[src/rtl/fetch_unit_pkg.sv]
// Shared definitions for the instruction fetch stage:
// state encoding, datapath widths and address stepping.
package fetch_unit_pkg;

    localparam int XLEN        = 32;
    localparam int INSTR_BYTES = 4;

    typedef enum logic [1:0] {
        BOOT = 2'd0,
        RUN  = 2'd1,
        HALT = 2'd2
    } fetch_state_e;

    function automatic logic [XLEN-1:0] next_pc(input logic [XLEN-1:0] a);
        return a + XLEN'(INSTR_BYTES);
    endfunction

    function automatic logic is_aligned(input logic [XLEN-1:0] a);
        return a[1:0] == 2'b00;
    endfunction

endpackage

[src/rtl/fetch_unit.sv]
// Fetch stage: drives program memory address, pairs returned
// words with their PC, handles replay, redirects and faults.
module fetch_unit
    import fetch_unit_pkg::*;
#(
    parameter logic [XLEN-1:0] RESET_PC = '0
) (
    input  logic            clk,
    input  logic            rst_n,
    output logic [XLEN-1:0] pc_out,
    input  logic [XLEN-1:0] instr_in,
    output logic [XLEN-1:0] instr_out,
    output logic [XLEN-1:0] instr_pc,
    output logic            instr_valid,
    input  logic            instr_ready,
    input  logic            redirect,
    input  logic [XLEN-1:0] redirect_pc,
    output logic            fault,
    output logic [XLEN-1:0] fetch_count
);

    fetch_state_e    state_q, state_d;
    logic [XLEN-1:0] fetch_q, fetch_d;
    logic [XLEN-1:0] resp_q, resp_d;
    logic            fault_q, fault_d;
    logic [XLEN-1:0] count_q;
    logic            rd_ok, rd_bad;

    assign rd_ok  = redirect && is_aligned(redirect_pc);
    assign rd_bad = redirect && !is_aligned(redirect_pc);

    always_comb begin
        state_d     = state_q;
        fetch_d     = fetch_q;
        resp_d      = resp_q;
        fault_d     = fault_q;
        pc_out      = fetch_q;
        instr_valid = 1'b0;
        unique case (state_q)
            BOOT, RUN: begin
                instr_valid = (state_q == RUN) && !redirect;
                if (rd_bad) begin
                    fault_d = 1'b1;
                    state_d = HALT;
                end else if (rd_ok) begin
                    pc_out  = redirect_pc;
                    resp_d  = redirect_pc;
                    fetch_d = next_pc(redirect_pc);
                    state_d = RUN;
                end else if (instr_valid && !instr_ready) begin
                    // replay the word decode has not taken yet
                    pc_out = resp_q;
                end else begin
                    resp_d  = fetch_q;
                    fetch_d = next_pc(fetch_q);
                    state_d = RUN;
                end
            end
            HALT: ;
            default: state_d = HALT;
        endcase
        if (!rst_n) begin
            pc_out      = RESET_PC;
            instr_valid = 1'b0;
        end
    end

    always_ff @(posedge clk) begin
        if (!rst_n) begin
            state_q <= BOOT;
            fetch_q <= RESET_PC;
            resp_q  <= RESET_PC;
            fault_q <= 1'b0;
            count_q <= '0;
        end else begin
            state_q <= state_d;
            fetch_q <= fetch_d;
            resp_q  <= resp_d;
            fault_q <= fault_d;
            if (instr_valid && instr_ready)
                count_q <= count_q + 1'b1;
        end
    end

    assign instr_out   = instr_in;
    assign instr_pc    = resp_q;
    assign fault       = fault_q;
    assign fetch_count = count_q;

endmodule

[config.mk]
export PLATFORM = sky130hd
export DESIGN_NAME = fetch_unit
export DESIGN_NICKNAME = d
export VERILOG_FILES = /design/src/rtl/fetch_unit_pkg.sv /design/src/rtl/fetch_unit.sv
export SDC_FILE = /design/constraint.sdc
export NUM_CORES = 1
export LEC_CHECK = 0
export CAP_MARGIN = 20
export CELL_PAD_IN_SITES_DETAIL_PLACEMENT = 0
export CELL_PAD_IN_SITES_GLOBAL_PLACEMENT = 1
export CORE_MARGIN = 2
export CORE_UTILIZATION = 34
export DETAILED_ROUTE_END_ITERATION = 6
export HOLD_SLACK_MARGIN = 0.06
export PLACE_DENSITY = 0.91
export SLEW_MARGIN = 40
export SYNTH_ARGS = -nofsm -noshare
export SYNTH_HDL_FRONTEND = slang
export SYNTH_SLANG_ARGS = --single-unit
[constraint.sdc]
create_clock -name clk -period 5.35 [get_ports clk]
set_input_delay 1.07 -clock clk [delete_from_list [all_inputs] [get_ports clk]]
set_output_delay 1.07 -clock clk [all_outputs]
set_load 0.005 [all_outputs]
==> metrics.yaml, run 1 <==
hold_buffers: 0
crit_fanout: 10
timing.final.crit_share_pct: 89.1
critical_path_class: "in2out"
share_comb_of_total_power_pct: 16.0
worst_slew_pin_slew_ns: 0.741
cts_repair_resize_count: 0
dr.pass1.iters: 5
rsz0062_at_grt: "no"
wirelength_um: 20300
grt_pass1_wl_um: 32400
port_buffers: 133
syn_nets: 980
antenna_found_initial: 2
die_w_um: 143
ant_nets: 0
reg2reg_depth: 9
grt_pass1_vias: 6133
drv_slew: 0
avgSynthCellArea_um2: 7.17
powerDensity_nw_per_um2: 217
clock_latency_ns: 0.38
synthCells: 910
clock_sinks: 99
drcViolationCount: 0
h-tree-depth: 3
met2_length_um: 8980
setup-tns-final_ns: 0
p_sw_uw: 551
utilization_pct: 43.4
p_int_uw: 1220
dieArea_um2: 20300
drt-vias-per-instance: 5.47
cts_tree: "built"
grtUsageTotal_pct: 19.9
hold_depth: 2
hold_start: "instr_pc[10]$_SDFFE_PN0P_"
ys_warn_count: 0
reg2reg_to: "fetch_q[22]$_SDFFE_PN0P_"
async_reset_ff_share_pct: 0
clock.fmax_ghz: 0.210
layout_min_cycle_time_ns: 4.77
skew_ns: 0.0213
die-height_um: 143
power_frac_clock_pct: 39.5
wl_met1_um: 9320
seqPwrFrac_pct: 44.5
leakagePower_uw: 0.00267
area_growth_pct: 24.8
syn-cell-area_um2: 6530
arrival_ns: 3.70
report.final.setup_viol: 0
clockRootBuffer: "clkbuf_16"
synthFlopType: "dfxtp_1"
grt_max_degree: 52
n_fill_cell: 1940
min_to: "instr_pc[10]$_SDFFE_PN0P_"
dr_wl_met3_um: 1690
synth.distinct_cells: 67
hold_path_class: "reg2reg"
num_rows: 50
start_util_pct: 34.8
clockBufferDepth: 2
cp-start-kind: "primary input"
num_vias: 6641
drive_above_1_share_pct: 5.82
p_sw_share_pct: 31.1
ios: 198
r2r_slack_ns: 2.26
wire_per_inst_um: 16.7
maxCapViolCount: 0
worstPathRequired_ns: 4.28
hold_violations: 0
nets: 1045
yosysSeqAreaShare_pct: 30.4
grt_overflow_total: 0
reg2reg_from: "fetch_q[2]$_SDFFE_PN0P_"
clk_pin_slew_ns: 0.08
numCtsBuffers: 9
end_kind: "output port"
postCtsSetupBuffers: 0
slew_headroom_pct: 50.4
gp_congestion: 0.867
synth_edf_count: 0
peakVddDrop_uv: 170
top_layer: "met5"
drt_iter0_markers: 474
status: "finished clean"
dpl.hpwl_um: 14300
core_um2: 18800
synth-seq-cells: 99
-- cells in the final DEF (no fill, tap or decap), types with 3 or more instances in the layout --
cell type,count
buf_4,18
nor2_1,59
mux2i_1,41
nand3_1,44
inv_1,11
clkinv_8,3
and4_1,8
nor3_1,10
or3_1,6
a31oi_1,10
clkbuf_16,9
o2111ai_1,8
a221oi_1,4
a22oi_1,3
xnor2_1,9
or4_1,3
nand2b_1,5
o211ai_1,24
nand2_1,195
a211oi_1,7
nand4_1,26
o21ai_0,39
a21oi_1,99
o22ai_1,3
and3_1,16
clkdlybuf4s50_1,133
a31o_2,3
dfxtp_1,99
o21a_1,4
xor2_1,15
and2_1,9
-- flip-flops by register name (all words and copies together) (netlist names) --
signal and cells:
instr_pc 32, fetch_count 32, state_q 2, fetch_q 32, fault 1
-- per-stage QoR --
step	setup WS [ns]	power [uW]	cell area [um^2]	hold WS (ns)	cells
2_1_floorplan	1.06	967	6530	0.461	910
3_3_place_gp	0.613	1080	7820	0.460	1198
3_5_place_dp	0.595	1080	7820	0.463	1198
4_1_cts	0.590	1790	8150	0.476	1214
5_1_grt	0.360	1850	8150	0.493	1215
6_report	0.582	1770	8150	0.474	1215
-- power groups by stage --
stage | Clock, uW | Combinational [uW] | Sequential, uW
6_report | 700 | 283 | 787
5_1_grt | 746 | 309 | 791
4_1_cts | 721 | 282 | 787
3_5_place_dp | 0 | 280 | 804
3_3_place_gp | 0 | 278 | 804
2_1_floorplan | 0 | 175 | 791
-- final cells by class --
cell class | instances | area (um^2) | share of cell area (%)
multi-input cells | 700 | 4000 | 49.0
flip-flops and latches | 99 | 1980 | 24.3
repair buffers | 153 | 1510 | 18.5
well taps | 234 | 293 | 3.59
clock buffers | 9 | 225 | 2.76
clock inverters | 7 | 96.3 | 1.18
inverters | 12 | 46.3 | 0.568
diodes | 1 | 2.50 | 0.0307
-- how the worst max path moves through the flow --
| stage | start | to | slack [ns] | depth (start not counted) |
|---|---|---|---|---|
| 6_report | redirect | pc_out[3] | 0.58 | 8 |
| 5_1_grt | redirect | pc_out[3] | 0.36 | 8 |
| 4_1_cts | redirect | pc_out[3] | 0.59 | 8 |
| 3_5_place_dp | redirect | fetch_q[22]$_SDFFE_PN0P_ | 0.60 | 12 |
| 3_3_place_gp | redirect | pc_out[31] | 0.61 | 6 |
| 2_1_floorplan | redirect | fetch_q[22]$_SDFFE_PN0P_ | 1.06 | 17 |
-- layer usage --
| layer | up-vias | GRT usage (%) |
|---|---|---|
| met5 | - | 0 |
| met4 | 2 | 5.68 |
| met3 | 30 | 5.75 |
| met2 | 211 | 31.2 |
| met1 | 3058 | 26.6 |
| li1 | 3340 | - |
-- synth_stat cells (2+ instances only) --
master / number / share of area, %
a211oi_1: 7 / 0.81
a21boi_0: 2 / 0.23
a21oi_1: 100 / 7.7
a221oi_1: 4 / 0.54
a22oi_1: 3 / 0.35
a311oi_1: 2 / 0.27
a31o_2: 3 / 0.40
a31oi_1: 10 / 0.96
a32oi_1: 2 / 0.27
a41oi_1: 2 / 0.27
and2_0: 2 / 0.19
and2_1: 9 / 0.86
and3_1: 17 / 1.6
and4_1: 8 / 1.1
buf_1: 3 / 0.17
buf_2: 11 / 0.84
buf_4: 34 / 3.9
clkbuf_1: 50 / 2.9
dfxtp_1: 99 / 30
ha_1: 2 / 0.38
inv_1: 11 / 0.63
mux2i_1: 41 / 6.3
nand2_1: 196 / 11
nand2b_1: 5 / 0.48
nand3_1: 45 / 3.5
nand3b_1: 2 / 0.23
nand4_1: 26 / 2.5
nor2_1: 59 / 3.4
nor3_1: 10 / 0.77
nor4_2: 2 / 0.38
o2111ai_1: 8 / 1.1
o211a_1: 2 / 0.31
o211ai_1: 24 / 2.8
o21a_1: 4 / 0.46
o21ai_0: 39 / 3.0
o221ai_1: 2 / 0.27
o22ai_1: 3 / 0.29
o311ai_0: 2 / 0.27
or2_2: 2 / 0.19
or3_1: 6 / 0.58
or4_1: 3 / 0.35
xnor2_1: 9 / 1.2
xor2_1: 15 / 2.0
-- kinds of logic after synthesis --
family	count (synthesis)	synth area share [%]
AOI/OAI and AO/OA	229	21.9
xor gates and xnor gates	24	3.22
adders and majority gates	2	0.383
buffers and inverters	111	8.67
DFF	99	30.4
muxes	43	6.63
and+or+nand+nor	402	28.9
-- critical path, cell delays in order --
cell	delay, ns
clkdlybuf4s50_1	0.64
or3b_4	0.42
nor2_1	0.58
nand2_1	0.12
o21ai_0	0.14
a21oi_1	0.07
nor2_1	0.12
clkdlybuf4s50_1	0.54
Note: power is estimated with default switching activity, not from simulation.
==> run 2, diff against run 1 <==
--- a/config.mk
+++ b/config.mk
@@ -13,6 +13,7 @@
 export DETAILED_ROUTE_END_ITERATION = 6
 export HOLD_SLACK_MARGIN = 0.06
 export PLACE_DENSITY = 0.91
+export SKIP_LAST_GASP = 1
 export SLEW_MARGIN = 40
 export SYNTH_ARGS = -nofsm -noshare
 export SYNTH_HDL_FRONTEND = slang
==> results of run 2 <==
No change in the layout: final DEF, timing and power equal those of run 1.
